[src/rtl/vga_sfifo_pkg.sv]
// ---------------------------------------------------------------------------
// vga_fifo_pkg
// Shared helpers for the VGA pixel/command FIFOs (single-clock and async).
//   clog2      : ceiling log2 usable in parameter expressions
//   cnt_width  : width of an occupancy counter able to hold 0..depth
//   ptr_inc    : binary pointer increment with explicit wrap at last_index,
//                so any depth (including non-power-of-two) works
// ---------------------------------------------------------------------------
package vga_fifo_pkg;

    function automatic int clog2(input int n);
        int r;
        int v;
        r = 0;
        v = n - 1;
        while (v > 0) begin
            r = r + 1;
            v = v >> 1;
        end
        return r;
    endfunction

    function automatic int cnt_width(input int depth);
        return clog2(depth + 1);
    endfunction

    function automatic logic [31:0] ptr_inc(input logic [31:0] ptr,
                                            input logic [31:0] last_index);
        return (ptr == last_index) ? 32'd0 : ptr + 32'd1;
    endfunction

endpackage

[src/rtl/vga_sfifo_if.sv]
// ---------------------------------------------------------------------------
// vga_sfifo_if
// Valid/ready bus bundle for vga_sfifo.
//   src_vld/src_rdy/src_data : write side
//   dst_vld/dst_rdy/dst_data : read side
// Modports: slave = FIFO view, master = surrounding logic view.
// ---------------------------------------------------------------------------
interface vga_sfifo_if #(
    parameter int DATA_WIDTH = 32
) ();
    logic                  src_vld;
    logic                  src_rdy;
    logic [DATA_WIDTH-1:0] src_data;
    logic                  dst_vld;
    logic                  dst_rdy;
    logic [DATA_WIDTH-1:0] dst_data;

    modport master (
        output src_vld, src_data, dst_rdy,
        input  src_rdy, dst_vld, dst_data
    );

    modport slave (
        input  src_vld, src_data, dst_rdy,
        output src_rdy, dst_vld, dst_data
    );
endinterface

[src/rtl/vga_sfifo_ostage.sv]
// ---------------------------------------------------------------------------
// vga_sfifo_ostage
// Registered output stage of vga_sfifo (REG_OUT=1). Holds the head word.
// Ports:
//   clk, rst   : clock, asynchronous active-high reset
//   flush      : synchronous clear of the held word
//   dst_rdy    : consumer accept
//   mem_empty  : backing memory holds no words
//   mem_data   : word at the memory read pointer
//   wr         : write handshake this cycle (already masked by flush)
//   src_data   : write payload, used when bypassing memory
//   out_vld    : head word valid (drives dst_vld)
//   out_data   : head word (drives dst_data)
//   pop        : memory read pointer advances
//   bypass     : write goes straight into this register, not into memory
// ---------------------------------------------------------------------------
module vga_sfifo_ostage #(
    parameter int DATA_WIDTH = 32
) (
    input  logic                  clk,
    input  logic                  rst,
    input  logic                  flush,
    input  logic                  dst_rdy,
    input  logic                  mem_empty,
    input  logic [DATA_WIDTH-1:0] mem_data,
    input  logic                  wr,
    input  logic [DATA_WIDTH-1:0] src_data,
    output logic                  out_vld,
    output logic [DATA_WIDTH-1:0] out_data,
    output logic                  pop,
    output logic                  bypass
);
    logic load;

    // Register takes a new word when it is empty or its word is consumed.
    assign load   = ~out_vld | dst_rdy;
    assign pop    = load & ~mem_empty & ~flush;
    assign bypass = load & mem_empty & wr;

    always_ff @(posedge clk or posedge rst) begin
        if (rst) begin
            out_vld  <= 1'b0;
            out_data <= '0;
        end else if (flush) begin
            out_vld  <= 1'b0;
        end else if (load) begin
            if (!mem_empty) begin
                out_vld  <= 1'b1;
                out_data <= mem_data;
            end else if (wr) begin
                out_vld  <= 1'b1;
                out_data <= src_data;
            end else begin
                out_vld  <= 1'b0;
            end
        end
    end
endmodule

[src/rtl/vga_sfifo.sv]
// ---------------------------------------------------------------------------
// vga_sfifo
// Single-clock valid/ready FIFO of DEPTH entries (any DEPTH >= 2), with
// optional registered output counted in capacity, synchronous flush,
// registered almost-full/almost-empty flags and a sticky peak watermark.
// Ports:
//   clk, rst          : clock, asynchronous active-high reset
//   flush             : synchronous clear (wins over any handshake)
//   bus (slave)       : src_vld/src_rdy/src_data, dst_vld/dst_rdy/dst_data
//   afull_th/aempty_th: thresholds; afull = cnt >= afull_th,
//                       aempty = cnt <= aempty_th (both registered)
//   cnt               : registered occupancy
//   peak_clr/peak_cnt : watermark reload / sticky maximum occupancy
// ---------------------------------------------------------------------------
module vga_sfifo
    import vga_fifo_pkg::*;
#(
    parameter int DATA_WIDTH = 32,
    parameter int DEPTH      = 16,
    parameter int REG_OUT    = 1,
    parameter int NO_RST     = 0,
    parameter int CNT_WIDTH  = cnt_width(DEPTH)
) (
    input  logic                 clk,
    input  logic                 rst,
    input  logic                 flush,
    vga_sfifo_if.slave           bus,
    input  logic [CNT_WIDTH-1:0] afull_th,
    input  logic [CNT_WIDTH-1:0] aempty_th,
    output logic                 afull,
    output logic                 aempty,
    output logic [CNT_WIDTH-1:0] cnt,
    input  logic                 peak_clr,
    output logic [CNT_WIDTH-1:0] peak_cnt
);
    // With REG_OUT the output register is one of the DEPTH entries.
    localparam int MEM_DEPTH = (REG_OUT != 0) ? DEPTH - 1 : DEPTH;
    localparam int PTR_W     = (clog2(MEM_DEPTH) < 1) ? 1 : clog2(MEM_DEPTH);
    localparam logic [CNT_WIDTH-1:0] DEPTH_C = CNT_WIDTH'(DEPTH);
    localparam logic [31:0]          LAST_IX = 32'(MEM_DEPTH - 1);

    logic [DATA_WIDTH-1:0] mem [MEM_DEPTH];
    logic [PTR_W-1:0]      wptr, rptr;
    logic                  src_rdy_q, dst_vld_w;
    logic [DATA_WIDTH-1:0] dst_data_w;
    logic                  wr, rd, mem_wr, mem_rd, bypass;
    logic [CNT_WIDTH-1:0]  cnt_nxt, peak_nxt;

    // Flush discards both handshakes of its cycle.
    assign wr     = bus.src_vld & src_rdy_q & ~flush;
    assign rd     = dst_vld_w & bus.dst_rdy & ~flush;
    assign mem_wr = wr & ~bypass;

    assign bus.src_rdy  = src_rdy_q;
    assign bus.dst_vld  = dst_vld_w;
    assign bus.dst_data = dst_data_w;

    always_comb begin
        cnt_nxt  = cnt + CNT_WIDTH'(wr) - CNT_WIDTH'(rd);
        if (flush) cnt_nxt = '0;
        peak_nxt = (cnt_nxt > peak_cnt) ? cnt_nxt : peak_cnt;
        if (peak_clr) peak_nxt = cnt_nxt;
    end

    always_ff @(posedge clk or posedge rst) begin
        if (rst) begin
            cnt       <= '0;
            src_rdy_q <= 1'b1;
            afull     <= 1'b0;
            aempty    <= 1'b1;
            peak_cnt  <= '0;
            wptr      <= '0;
            rptr      <= '0;
        end else begin
            cnt       <= cnt_nxt;
            src_rdy_q <= (cnt_nxt < DEPTH_C);
            afull     <= (cnt_nxt >= afull_th);
            aempty    <= (cnt_nxt <= aempty_th);
            peak_cnt  <= peak_nxt;
            if (flush) begin
                wptr <= '0;
                rptr <= '0;
            end else begin
                if (mem_wr) wptr <= PTR_W'(ptr_inc(32'(wptr), LAST_IX));
                if (mem_rd) rptr <= PTR_W'(ptr_inc(32'(rptr), LAST_IX));
            end
        end
    end

    generate
        if (NO_RST != 0) begin : g_mem_nrst
            always_ff @(posedge clk) begin
                if (mem_wr) mem[wptr] <= bus.src_data;
            end
        end else begin : g_mem_rst
            always_ff @(posedge clk or posedge rst) begin
                if (rst) begin
                    for (int i = 0; i < MEM_DEPTH; i++) mem[i] <= '0;
                end else if (mem_wr) begin
                    mem[wptr] <= bus.src_data;
                end
            end
        end

        if (REG_OUT != 0) begin : g_oreg
            logic mem_empty;
            // Whenever memory holds data the output register is full,
            // so memory occupancy is cnt minus the register's word.
            assign mem_empty = (cnt == CNT_WIDTH'(dst_vld_w));

            vga_sfifo_ostage #(
                .DATA_WIDTH(DATA_WIDTH)
            ) u_ostage (
                .clk      (clk),
                .rst      (rst),
                .flush    (flush),
                .dst_rdy  (bus.dst_rdy),
                .mem_empty(mem_empty),
                .mem_data (mem[rptr]),
                .wr       (wr),
                .src_data (bus.src_data),
                .out_vld  (dst_vld_w),
                .out_data (dst_data_w),
                .pop      (mem_rd),
                .bypass   (bypass)
            );
        end else begin : g_comb
            assign dst_vld_w  = (cnt != '0);
            assign dst_data_w = mem[rptr];
            assign mem_rd     = rd;
            assign bypass     = 1'b0;
        end
    endgenerate
endmodule

[src/flat_wrapper.sv]
// flat-port wrapper written by rule: the top's interface ports become plain ports
module vga_sfifo_flat import vga_fifo_pkg::*;
#(
    parameter int DATA_WIDTH = 32,
    parameter int DEPTH      = 16,
    parameter int REG_OUT    = 1,
    parameter int NO_RST     = 0,
    parameter int CNT_WIDTH  = cnt_width(DEPTH)
)
  (clk, rst, flush, afull_th, aempty_th, afull, aempty, cnt, peak_clr, peak_cnt, bus_src_vld, bus_src_data, bus_dst_rdy, bus_src_rdy, bus_dst_vld, bus_dst_data);
  vga_sfifo_if #(.DATA_WIDTH(DATA_WIDTH)) bus_i ();
  input  logic clk;
  input  logic rst;
  input  logic flush;
  input  logic [CNT_WIDTH-1:0] afull_th;
  input  logic [CNT_WIDTH-1:0] aempty_th;
  output logic afull;
  output logic aempty;
  output logic [CNT_WIDTH-1:0] cnt;
  input  logic peak_clr;
  output logic [CNT_WIDTH-1:0] peak_cnt;
  input wire logic [$bits(bus_i.src_vld)-1:0] bus_src_vld;
  input wire logic [$bits(bus_i.src_data)-1:0] bus_src_data;
  input wire logic [$bits(bus_i.dst_rdy)-1:0] bus_dst_rdy;
  output wire logic [$bits(bus_i.src_rdy)-1:0] bus_src_rdy;
  output wire logic [$bits(bus_i.dst_vld)-1:0] bus_dst_vld;
  output wire logic [$bits(bus_i.dst_data)-1:0] bus_dst_data;
  assign bus_i.src_vld = bus_src_vld;
  assign bus_i.src_data = bus_src_data;
  assign bus_i.dst_rdy = bus_dst_rdy;
  assign bus_src_rdy = bus_i.src_rdy;
  assign bus_dst_vld = bus_i.dst_vld;
  assign bus_dst_data = bus_i.dst_data;
  vga_sfifo #(.DATA_WIDTH(DATA_WIDTH), .DEPTH(DEPTH), .REG_OUT(REG_OUT), .NO_RST(NO_RST), .CNT_WIDTH(CNT_WIDTH)) u_core (.clk(clk), .rst(rst), .flush(flush), .bus(bus_i), .afull_th(afull_th), .aempty_th(aempty_th), .afull(afull), .aempty(aempty), .cnt(cnt), .peak_clr(peak_clr), .peak_cnt(peak_cnt));
endmodule
[config.mk]
export PLATFORM = sky130hd
export DESIGN_NAME = vga_sfifo_flat
export DESIGN_NICKNAME = d
export VERILOG_FILES = /design/src/rtl/vga_sfifo_pkg.sv /design/src/rtl/vga_sfifo_if.sv /design/src/rtl/vga_sfifo_ostage.sv /design/src/rtl/vga_sfifo.sv /design/src/flat_wrapper.sv
export SDC_FILE = /design/constraint.sdc
export NUM_CORES = 1
export LEC_CHECK = 0
export ABC_AREA = 1
export BUFFER_PORTS_ARGS = -buffer_cell sky130_fd_sc_hd__buf_2
export CORE_ASPECT_RATIO = 0.5
export CORE_UTILIZATION = 59
export CTS_CLUSTER_SIZE = 30
export DETAILED_ROUTE_END_ITERATION = 8
export PLACE_DENSITY = 0.75
export SYNTH_ARGS = -nofsm -noshare
export SYNTH_HDL_FRONTEND = slang
export SYNTH_SLANG_ARGS = --single-unit
export TNS_END_PERCENT = 5
[constraint.sdc]
create_clock -name clk -period 24 [get_ports clk]
set_clock_uncertainty 0.15 [all_clocks]
set_input_delay 2.4 -clock clk [delete_from_list [all_inputs] [get_ports clk]]
set_output_delay 2.4 -clock clk [all_outputs]
set_load 0.1 [all_outputs]
=== Word level (Yosys, flattened, before mapping) ===
Index checks and enable logic that the tools add are counted.

* Add/sub/neg operators: 4
* $mul: 0
* Div/mod/pow operators: 0
* $lt $le $gt $ge: 7
* Equality and inequality tests: 4
* Shift-type cells: 0
* Muxes and demuxes: 21
* Bitwise operators: 16
* Reductions and logical operators: 6

{| class="wikitable"
|+ Operators by type and width
! kind !! count
|-
| 480-bit bitwise mux || 1
|-
| 32-bit two-way mux || 5
|-
| 32-bit binary-select mux with 4-bit select || 1
|-
| 32-bit demux with 4-bit select || 1
|-
| 4-bit two-way mux || 6
|-
| 5-bit two-way mux || 3
|-
| 5-bit >= comparator, second input constant || 2
|-
| 4-bit inverter with 5-bit output || 2
|-
| 1-bit AND || 9
|-
| 4-bit by 1-bit adder with 4-bit output, second input constant || 2
|-
| 4-bit == test, second input constant || 2
|-
| 2-bit nonzero test || 4
|-
| 5-bit by 1-bit adder with 5-bit output || 1
|-
| 5-bit by 1-bit == test with 1-bit output || 1
|-
| 5-bit >= comparator || 1
|-
| 5-bit > comparator || 1
|-
| 5-bit less-or-equal comparator || 1
|-
| 5-bit by 1-bit < comparator with 1-bit output, second input constant || 1
|-
| 5-bit < comparator, second input constant || 1
|-
| 5-bit by 1-bit subtractor with 5-bit output || 1
|-
| 1-bit two-way mux || 4
|-
| 1-bit inverter || 4
|-
| 3-bit AND reduction || 1
|-
| 2-bit by 1-bit inequality test with 1-bit output, second input constant || 1
|-
| other kinds (2) || 2
|}

* Register bits: 534
* Bits in latches: 0
* Memory bits (writable): 0
* Memory bits (read-only): 0
* Bits of input ports: 48
* Memories kept: 0

=== Depth between registers and ports, before layout ===
Gate-level depths: netlist (run 1).

* Depth in word-level cells: 8
* Gate-level depth with buffers: 22
* Mapped depth without buffers: 22

=== Cells and area by module ===
A second synthesis (run 1) with hierarchy kept.

* Cell total of the unflattened synthesis: 3309
* Area, all modules: 25204.2 um2

{| class="wikitable"
|+ By module, submodules not included
! module !! instances !! cells each !! area each (um2)
|-
| vga_sfifo || 1 || 3055 || 23417.5
|-
| vga_sfifo_ostage || 1 || 254 || 1786.7
|}

=== Worst setup path before layout (run 1) ===
OpenSTA, ideal clock, no wires.

* Kind: input port to flip-flop
* From: in flush
* To: reg u_core.peak_cnt[0]
* Setup time: 0.121 ns
* Arrival: 5.332 ns
* Path slack: 18.397 ns
* Cell stages on the path: 21
* Buffers on the path: 1
* Path through: buf_2 > nor2_1 > ha_1 > inv_1 > ha_1 > inv_1 > fa_1 > inv_1 > nand2_1 > a21oi_1 > nor2_1 > nand2_1 > nand2_1 > nor2_1 > ha_1 > a21oi_1 > o21ai_0 > o21ai_0 > nand2_1 > nand2_1 > nand2_1

* Longest elaborated chain between the ends: 7

{| class="wikitable"
|+ Ends and longest elaborated chain
! what !! line !! source
|-
| start, declared || flat_wrapper.sv:14 || <nowiki>input logic flush;</nowiki>
|-
| 1-bit inverter (no line) || n/a ||
|-
| 1-bit AND || vga_sfifo.sv:50 || <nowiki>assign wr = bus.src_vld & src_rdy_q & ~flush;</nowiki>
|-
| 5-bit by 1-bit adder with 5-bit output || vga_sfifo.sv:59 || <nowiki>cnt_nxt = cnt + CNT_WIDTH'(wr) - CNT_WIDTH'(rd);</nowiki>
|-
| 5-bit by 1-bit subtractor with 5-bit output || vga_sfifo.sv:59 ||
|-
| 5-bit two-way mux (*) || vga_sfifo.sv:60 || <nowiki>if (flush) cnt_nxt = '0;</nowiki>
|-
| via u_core.cnt_nxt[4] || vga_sfifo.sv:47 || <nowiki>logic [CNT_WIDTH-1:0] cnt_nxt, peak_nxt;</nowiki>
|-
| 5-bit > comparator (*) || vga_sfifo.sv:61 || <nowiki>peak_nxt = (cnt_nxt > peak_cnt) ? cnt_nxt : peak_cnt;</nowiki>
|-
| 2-bit nonzero test (no line) (*) || n/a ||
|-
| end signal, assigned || vga_sfifo.sv:79 || <nowiki>peak_cnt <= peak_nxt;</nowiki>
|-
| end, declared || vga_sfifo.sv:34 || <nowiki>output logic [CNT_WIDTH-1:0] peak_cnt</nowiki>
|}

Mark *: on every way through the listed nets, which the timed path passes. The rest lies on a longest branch. The select of a mux whose other input is x is not followed.
A chain may end at the register's enable or synchronous reset.

=== Worst setup path after layout (run 1) ===
* From: in flush
* To: reg u_core.peak_cnt[3]

The elaborated chain is that of the path after synthesis.

==> run metrics, run 1 <==
total CTS buffers 48; sequential-to-total area share from yosys stat 50.8%; mean post-synth cell area 7.71 um2; drt pass-1 iters 6; FMAX 181 MHz; total leakage power 0.0140 uW; Syn Nets 3,484; startpoint types input pin; Initial Util 60.1%; CP max stage delay 0.47 ns; FFs w/ async S/R, synth 100%; fin crit share 23.0%; die height 151 um; DPL Wire Length 36,500 um; crit path DAT 5.85 ns; # nets final 3,433; Synth Register Bits 534; cts hold-fix bufs 0; Worst-Skew Late Latency 0.57 ns; Required @ worst endpoint 24.32 ns; Core ar. 43,800 um2; synthesized area 26,300 um2; DR WL/cell 17.5 um; grt ovf 0; vias in the first global route 20,300; Slowest-stage cell, CP o21ai_0; commonest non-fill, non-tap cell in the layout nand2_1; FP Rows 54; Slew @ Worst Pin 1.01 ns; Setup crit end kind flip-flop; final wirelength 69,600 um; Cell variety after synth 31; unrepaired setup endpoints after global routing false; first-pass GRT wire length 111,000 um; Syn Inst Count 3,412; CTS tree built; total track usage 31.2%; chip width 301 um; pwr/cell area 115 nW/um2; Reg area 13,400 um2; CTS clock-pin slew for the worst setup and hold paths 0.07 ns; largest net degree at the start of global routing 137; number of fillers in the final layout 3,861; n_diodes 0; PostCTS Resize Cnt 0; root buf cell clkbuf_16; Pwr Total 3220 uW; Setup TNS 0 ns; Critical Path Fanout Max 10; Max Root-Sink Buffers 3; io pins 94; fin. max-slew vios 0; initial DRC count 2,554; die footprint 45,500 um2; Port Buffers 93; Antenna Nets Post-Route 0; most frequent cells in the layout nand2_1 (1,298), dfrtp_1 (530), inv_1 (370); Max VDD drop 0.122 mV; min cycle time layout 5.53 ns; top_reg_cell synth dfrtp_1; Slew headroom 32.7%; CP Cell Sequence buf_2, nor2_1, ha_1, inv_1, ha_1, inv_1, fa_1, inv_1, nand2_1, a21oi_1, nor2_1, nand2_1, nand2_1, nor2_1, ha_1, a21oi_1, o21ai_0, o21ai_0, nand2_1, nand2_1, nand2_1; drt drc 0; Multi-input gate area 10,200 um2; number of H-tree levels 2; number of synthesized flops with an enable pin 0; Post-CTS Setup Inserts 0; max-cap violation count 0; worst min path class reg2reg; status finished, final reports clean; Critical Path Most Common Cell nand2_1; CTS Sinks 534; P&R area growth vs syn 6.59%; via count 21,900; yosys warns 0; Fin. Hold Viols 0; drt via density 5.50; Final Wtd Congestion 0.832; crit path kind in2reg; initial antenna violation count 1; layout cell share with drive strength beyond 1 8.51%; endpoints failing setup 0
## flip-flops by register name, summed over array words and instances, names as in the netlist
| signal | count |
|---|---|
| u_core.aempty | 1 |
| u_core.afull | 1 |
| u_core.bus.src_rdy | 1 |
| u_core.cnt | 5 |
| u_core.g_oreg.u_ostage.out_data | 32 |
| u_core.g_oreg.u_ostage.out_vld | 1 |
| u_core.mem | 480 |
| u_core.peak_cnt | 5 |
| u_core.rptr | 4 |
| u_core.wptr | 4 |
## final timing paths
kind                                                                      start                                         endpoint  slack [ns]  depth (start not counted)
worst min register to register  u_core.g_oreg.u_ostage.out_data[11]$_DFFE_PP0P_  u_core.g_oreg.u_ostage.out_data[11]$_DFFE_PP0P_        0.32                          2
max in group asynchronous                                                   rst                       u_core.rptr[0]$_DFFE_PP0P_       19.33                          4
worst max-delay path                                                      flush                   u_core.peak_cnt[3]$_DFFE_PP0P_       18.47                         21
min in group asynchronous                                                   rst                      u_core.mem[161]$_DFFE_PP0P_        1.90                          2
worst max register to register                       u_core.rptr[0]$_DFFE_PP0P_                       u_core.rptr[0]$_DFFE_PP0P_       19.88                          9
worst min-delay path            u_core.g_oreg.u_ostage.out_data[11]$_DFFE_PP0P_  u_core.g_oreg.u_ostage.out_data[11]$_DFFE_PP0P_        0.32                          2
## metrics by stage
stage / instance area [um2] / hold WS (ns) / setup slack (ns) / instances / util, %
6_report: 28000 / 0.324 / 18.47 / 3984 / 64.1
4_1_cts: 28000 / 0.329 / 18.52 / 3984 / 64.1
2_1_floorplan: 26300 / 0.303 / 6.53 / 3412 / -
3_5_place_dp: 26500 / 0.310 / 17.93 / 3899 / 60.5
5_1_grt: 28000 / 0.341 / 18.07 / 3984 / 64.1
3_3_place_gp: 26500 / 0.309 / 17.95 / 3899 / 60.5
## cells in the mapped netlist, types with 2 or more instances
master,number,share of area (%)
buf_1,6,0.086
nor2_1,127,1.8
buf_6,48,2.1
dfstp_2,2,0.20
inv_2,3,0.043
o21ai_1,200,3.8
clkbuf_1,98,1.4
ha_1,23,1.1
xor2_1,3,0.10
nor3_1,8,0.15
nand2_2,8,0.19
buf_4,2,0.057
inv_1,373,5.3
nand4_1,32,0.76
nand3_1,204,3.9
nand2_1,1298,19
o21ai_2,57,1.9
buf_2,69,1.3
a21oi_1,41,0.78
dfrtp_1,532,51
o21ai_0,261,5.0
nand2_8,8,0.61
## worst max-delay path: cells and delay by family
kind                       cells  cell delay (ns)
and+or+nand+nor                9             1.06
adders and majority gates      4             1.14
AOI/OAI and AO/OA              4             0.81
buffers and inverters          4             0.44
## report_power, final
group	internal [uW]	switching (uW)	total, uW
Clock	439	347	786
Combinational	326	945	1270
Sequential	1060	102	1160
Total	1820	1390	3220
## final cells by class
class,instances,share of cell area (%)
flip-flops and latches,534,47.7
inverters,378,5.14
repair buffers,123,2.46
clock buffers,68,4.98
multi-input cells,2276,36.5
clock inverters,17,0.642
well taps,588,2.62
## routing by layer
layer / global-route usage, % / vias to the layer above / share of wire (%)
li1: - / 10500 / -
met1: 44.8 / 10400 / 45
met2: 49.6 / 826 / 45
met3: 4.88 / 126 / 7.7
met4: 8.55 / 0 / 2.6
met5: 0 / - / 0
## kinds of logic (layout without fill, tap and decap cells)
kind of cell	after synthesis	in the layout	synth area share (%)
adder cells (fa/ha/maj)	24	24	1.17
AO/OA/AOI/OAI	561	561	11.5
buffers and inverters	602	586	10.4
XOR/XNOR	3	3	0.0999
flip-flops	534	534	50.8
AND/OR/NAND/NOR	1688	1688	26.0
No activity file was read; power rests on OpenSTA's default activity.
==> run 2, diff against run 1 <==
ABC_AREA = 0   (was 1)
CORE_UTILIZATION = 56   (was 59)
clock period = 4.5 ns   (was 24 ns; I/O delays follow)
==> run 2 against run 1 <==
Flip-flop and latch count unchanged. First-iteration DRC count down 52%. Via count is 29% lower. Utilization shrank 0.46 points. Critical path depth fell by 3. Final cell count decreased by 38%. Worst setup slack lost 18 ns. Critical endpoint is now u_core.peak_cnt[0]$_DFFE_PP0P_. Highest routed layer unchanged.
==> run metrics, run 2 <==
total track usage 26.7%; number of H-tree levels 2; Antenna Nets Post-Route 0; max-cap violation count 0; initial DRC count 1,215; die footprint 46,500 um2; mean post-synth cell area 14.0 um2; Net Sw Frac 37.4%; DR WL/cell 24.5 um; first-pass GRT wire length 96,000 um; Slew headroom 35.9%; final wirelength 60,800 um; Setup WS pre-CTS 0.430 ns; total CTS buffers 48; initial antenna violation count 1; top flop regs u_core.mem x480, u_core.g_oreg.u_ostage.out_data x32; Synth Register Bits 534; layout cell share with drive strength beyond 1 40.6%; Max VDD drop 0.327 mV; FMAX 252 MHz; largest net degree at the start of global routing 124; Area contributors post-synth dfrtp_1 (52%), mux2_2 (13%), mux2_4 (7.1%); final worst slack 0.537 ns; CP max stage delay 0.43 ns; PostCTS Resize Cnt 0; Port Buffers 93; Crit path max-delay family adder cells; die height 153 um; drt drc 0; Met2 Wirelength 27,900 um; io pins 94; fin crit share 88.1%; DPL Wire Length 34,200 um; FFs w/ async S/R, synth 100%; Syn Nets 1,899; crit path kind reg2reg; most frequent cells in the layout dfrtp_1 (529), mux2_2 (298), mux2_4 (120); CTS clock-pin slew for the worst setup and hold paths 0.07 ns; Slowest-stage cell, CP dfrtp_1; WL met3 3400 um; Required @ worst endpoint 4.80 ns; wl on met1 28,300 um; Max Root-Sink Buffers 3; worst min path class in2reg; Cell variety after synth 57; post-synth top area share 52.2%; Syn Inst Count 1,827; Initial Util 57.7%; largest area contributor in the synthesized netlist dfrtp_1; Final Wtd Congestion 0.755; unrepaired setup endpoints after global routing false; Hold Slack 0.0717 ns; Core ar. 44,300 um2; commonest non-fill, non-tap cell in the layout dfrtp_1; drt pass-1 iters 5; Worst-Skew Late Latency 0.57 ns; most common cell in the netlist dfrtp_1; synthesized area 25,500 um2; crit path DAT 4.26 ns; sequential share of power 37.3%; Area after DPL 26,400 um2; Clock power frac 27.8%; P&R area growth vs syn 10.3%; fin. max-slew vios 0; Final Instance Area 28,100 um2; Top Layer Used met4; Critical Path Fanout Max 6; # nets final 1,927; Post-CTS Setup Inserts 0; drt via density 6.23; yosys warns 0; total leakage power 0.0139 uW; startpoint types flip-flop; Slew @ Worst Pin 0.959 ns; status finished, final reports clean; via count 15,500; chip width 304 um; top_reg_cell synth dfrtp_1; grt ovf 0; sequential-to-total area share from yosys stat 52.4%; endpoints failing setup 0; vias in the first global route 16,000; Fin. Hold Viols 0; number of fillers in the final layout 3,284; share of total power in combinational logic 34.9%; CTS tree built; Pint 10,100 uW; root buf cell clkbuf_16; CTS Sinks 534; Reg area 13,400 um2; number of synthesized flops with an enable pin 0; synth cell count leaders dfrtp_1 (532), mux2_2 (298), mux2_4 (120); CP Cell Sequence nand2_1, nor2_1, ha_1, inv_1, ha_1, inv_1, fa_1, nand2b_1, a21oi_1, nor3_1, or3_1, inv_1, ha_1, nand3_1, o21bai_1, a31oi_1, buf_4, mux2_2; min cycle time layout 3.96 ns; Largest register FFs 480; Top reg by flops u_core.mem; pwr/cell area 571 nW/um2; Setup crit end kind flip-flop; FP Rows 54; sw power 6010 uW; Multi-input gate area 11,300 um2; WP buf/inv 4
run 2: cell count changes after synthesis, moves of 65 or more:
cell / change
o21ai_0: -234
nand2_1: -1221
inv_1: -348
nand3_1: -200
nor2_1: -81
mux2i_1: +101
mux2_2: +298
mux2_4: +120
o21ai_1: -199
mux2_1: +65
run 2: worst reg2reg max path, delay by kind of cell (launching register included):
family,cells,cell delay [ns]
flip-flops,1,0.43
AO/OA/AOI/OAI,3,0.67
multiplexers,1,0.32
buffers and inverters,4,0.47
AND/OR/NAND/NOR,6,0.82
adder cells (fa/ha/maj),4,0.99
run 2: final timing paths:
path / startpoint / to / slack (ns) / cells after the start
max reg2reg: u_core.g_oreg.u_ostage.out_vld$_DFFE_PP0P_ / u_core.peak_cnt[0]$_DFFE_PP0P_ / 0.54 / 18
max in group asynchronous: rst / u_core.afull$_DFF_PP0_ / 2.55 / 4
max: u_core.g_oreg.u_ostage.out_vld$_DFFE_PP0P_ / u_core.peak_cnt[0]$_DFFE_PP0P_ / 0.54 / 18
min in group asynchronous: rst / u_core.mem[424]$_DFFE_PP0P_ / 0.41 / 3
min reg2reg: u_core.g_oreg.u_ostage.out_data[7]$_DFFE_PP0P_ / u_core.g_oreg.u_ostage.out_data[7]$_DFFE_PP0P_ / 0.33 / 2
min: aempty_th[4] / u_core.aempty$_DFF_PP1_ / 0.07 / 4
run 2: repair_timing:
action	4_1_cts	5_1_grt
endpoints found under the setup margin	0	0
hold buffers	1	0
hold endpoints to repair	21	0
run 2: power by group through the flow:
stage	Sequential (uW)	Combinational (uW)	Clock, uW
floorplan	7050	3290	0
global placement	6040	5490	0
detailed placement	6050	5590	0
CTS	5980	5600	4530
global route	6050	5940	4720
finish	5990	5600	4470
run 2: logic make-up after synthesis:
kind of cell / count (synthesis) / synth area share (%)
flops: 534 / 52.4
fa+ha+maj: 24 / 1.21
xor+xnor: 4 / 0.137
buf+inv: 186 / 3.73
simple gates: 207 / 4.14
compound gates: 225 / 5.83
mux: 647 / 32.6
run 2: per-layer routing:
| metal | vias up | GRT usage (%) |
|---|---|---|
| met4 | 0 | 5.87 |
| met3 | 83 | 4.52 |
| met1 | 8314 | 40.0 |
| met2 | 410 | 41.0 |
| li1 | 6662 | - |
| met5 | - | 0 |
run 2: final cells by class:
type / instances / share of cell area [%]
Timing Repair Buffer: 139 / 3.25
Clock buffer: 61 / 4.73
Antenna cell: 1 / 0.00889
Inverter: 25 / 0.347
Multi-Input combinational cell: 1107 / 40.2
Clock inverter: 26 / 1.34
Sequential cell: 534 / 47.5
Tap cell: 588 / 2.61
run 2: metrics by stage:
step	power [uW]	setup TNS, ns	util [%]	instances
3_3_place_gp	11500	0	59.7	2392
4_1_cts	16100	0	63.6	2480
6_report	16100	0	63.6	2481
2_1_floorplan	10300	-1789.33	-	1827
5_1_grt	16700	0	63.6	2480
3_5_place_dp	11600	0	59.7	2392
==> run 3, diff against run 2 <==
==> constraint.sdc (replaced) <==
create_clock -name clk -period 4.5 [get_ports clk]
set_clock_uncertainty 0.15 [all_clocks]
set_input_delay 1.35 -clock clk [delete_from_list [all_inputs] [get_ports clk]]
set_output_delay 1.35 -clock clk [all_outputs]
set_load 0.1 [all_outputs]
==> run 3 against run 2 <==
First-iteration DRC count rose by 2.8%. Largest power group unchanged. Die area unchanged. Global-route usage up 0.72 points. Worst hold slack better by 0.26 ns. Cell area about the same. Sequential power hardly changed. Wire length rose by 2.1%. Largest cell class unchanged. Non-clock buffer count is 9 higher.
==> run metrics, run 3 (same netlist as run 2, synthesis figures left out) <==
status finished, final reports clean; total leakage power 0.0139 uW; Hold Slack 0.335 ns; total track usage 27.4%; CTS tree built; Top reg by flops u_core.mem; Slew @ Worst Pin 0.963 ns; P&R area growth vs syn 10.3%; sequential share of power 37.9%; Multi-input gate area 11,300 um2; Setup WS pre-CTS -0.314 ns; chip width 304 um; Reg2Reg Depth 17; final wirelength 62,100 um; Setup crit end kind flip-flop; Core ar. 44,300 um2; via count 15,500; Net Sw Frac 38.0%; Clock power frac 26.0%; CTS Sinks 534; drt pass-1 iters 5; Antenna Nets Post-Route 0; drt via density 6.24; Fin. Hold Viols 0; Required @ worst endpoint 4.79 ns; Reg area 13,400 um2; grt ovf 0; startpoint types input pin; io pins 94; Slew headroom 35.7%; max-cap violation count 0; drt drc 0; FP Rows 54; top flop regs u_core.mem x480, u_core.g_oreg.u_ostage.out_data x32; DR WL/cell 24.9 um; initial antenna violation count 1; Max VDD drop 0.401 mV; Worst Hold Depth 1; most frequent cells in the layout dfrtp_1 (529), mux2_2 (298), mux2_4 (120); Pwr Total 15,700 uW; Initial Util 57.7%; total CTS buffers 47; Final Wtd Congestion 0.794; CTS clock-pin slew for the worst setup and hold paths 0.07 ns; unrepaired setup endpoints after global routing false; share of total power in combinational logic 36.2%; Post-CTS Setup Inserts 0; number of fillers in the final layout 3,179; largest net degree at the start of global routing 99; layout cell share with drive strength beyond 1 40.5%; Final Instance Area 28,200 um2; final worst slack 0.252 ns; Port Buffers 93; Critical Path Fanout Max 5; fin crit share 94.4%; DPL Wire Length 34,200 um; first-pass GRT wire length 98,600 um; PostCTS Resize Cnt 0; r2r setup slk 0.66 ns; fin. max-slew vios 0; pwr/cell area 559 nW/um2; Area after DPL 26,600 um2; cts hold-fix bufs 0; # nets final 1,935; min cycle time layout 4.25 ns; Worst-Skew Late Latency 0.56 ns; worst min path class reg2reg; Pint 9750 uW; sw power 5990 uW; Largest register FFs 480; vias in the first global route 16,500; crit path kind in2reg; number of H-tree levels 2; die height 153 um; crit path DAT 4.54 ns; endpoints failing setup 0; root buf cell clkbuf_16; Setup TNS 0 ns; initial DRC count 1,249; die footprint 46,500 um2; FMAX 235 MHz; commonest non-fill, non-tap cell in the layout dfrtp_1; Max Root-Sink Buffers 3
-- run 3: final timing paths --
| check | startpoint | end |
|---|---|---|
| max | bus_dst_rdy | u_core.peak_cnt[0]$_DFFE_PP0P_ |
| min | u_core.mem[247]$_DFFE_PP0P_ | u_core.mem[247]$_DFFE_PP0P_ |
| max reg2reg | u_core.g_oreg.u_ostage.out_vld$_DFFE_PP0P_ | u_core.peak_cnt[0]$_DFFE_PP0P_ |
| min reg2reg | u_core.mem[247]$_DFFE_PP0P_ | u_core.mem[247]$_DFFE_PP0P_ |
| max in group asynchronous | rst | u_core.g_oreg.u_ostage.out_data[24]$_DFFE_PP0P_ |
| min in group asynchronous | rst | u_core.mem[136]$_DFFE_PP0P_ |
-- run 3: area by class of cell --
class                   instances  area share (%)
repair buffers                148            3.88
flip-flops and latches        534            47.5
diodes                          1         0.00889
inverters                      25           0.347
well taps                     588            2.61
clock inverters                11           0.387
multi-input cells            1107            40.2
clock buffers                  75            5.05
-- run 3: metal layers --
| metal | vias to the layer above | part of all wire (%) | global-route usage (%) |
|---|---|---|---|
| li1 | 6698 | - | - |
| met1 | 8355 | 45 | 39.6 |
| met2 | 406 | 48 | 44.0 |
| met3 | 82 | 5.3 | 4.56 |
| met4 | 0 | 1.4 | 5.58 |
| met5 | - | 0 | 0 |
-- run 3: power by group through the flow --
| stage | sequential, uW | clock [uW] | combinational, uW |
|---|---|---|---|
| floorplan | 7050 | 0 | 3290 |
| global placement | 6020 | 0 | 5580 |
| detailed placement | 6030 | 0 | 5670 |
| CTS | 5960 | 4140 | 5710 |
| global route | 6030 | 4320 | 6050 |
| finish | 5960 | 4080 | 5690 |
-- run 3: worst max-delay path: stages --
cell      delay [ns]
buf_2           0.09
nand2_1         0.05
nor2_1          0.10
ha_1            0.24
inv_1           0.06
ha_1            0.15
inv_1           0.06
fa_1            0.40
nand2b_1        0.15
a21oi_1         0.20
nor3_1          0.07
or3_1           0.33
inv_1           0.09
ha_1            0.14
nand3_1         0.09
o21bai_1        0.16
a31oi_1         0.42
mux2_2          0.40
-- run 3: metrics by stage --
stage / std cells / utilization (%)
after CTS: 2488 / 63.6
final: 2489 / 63.6
after floorplan: 1827 / -
after global placement: 2402 / 60.2
after global routing: 2488 / 63.6
after detailed placement: 2402 / 60.2
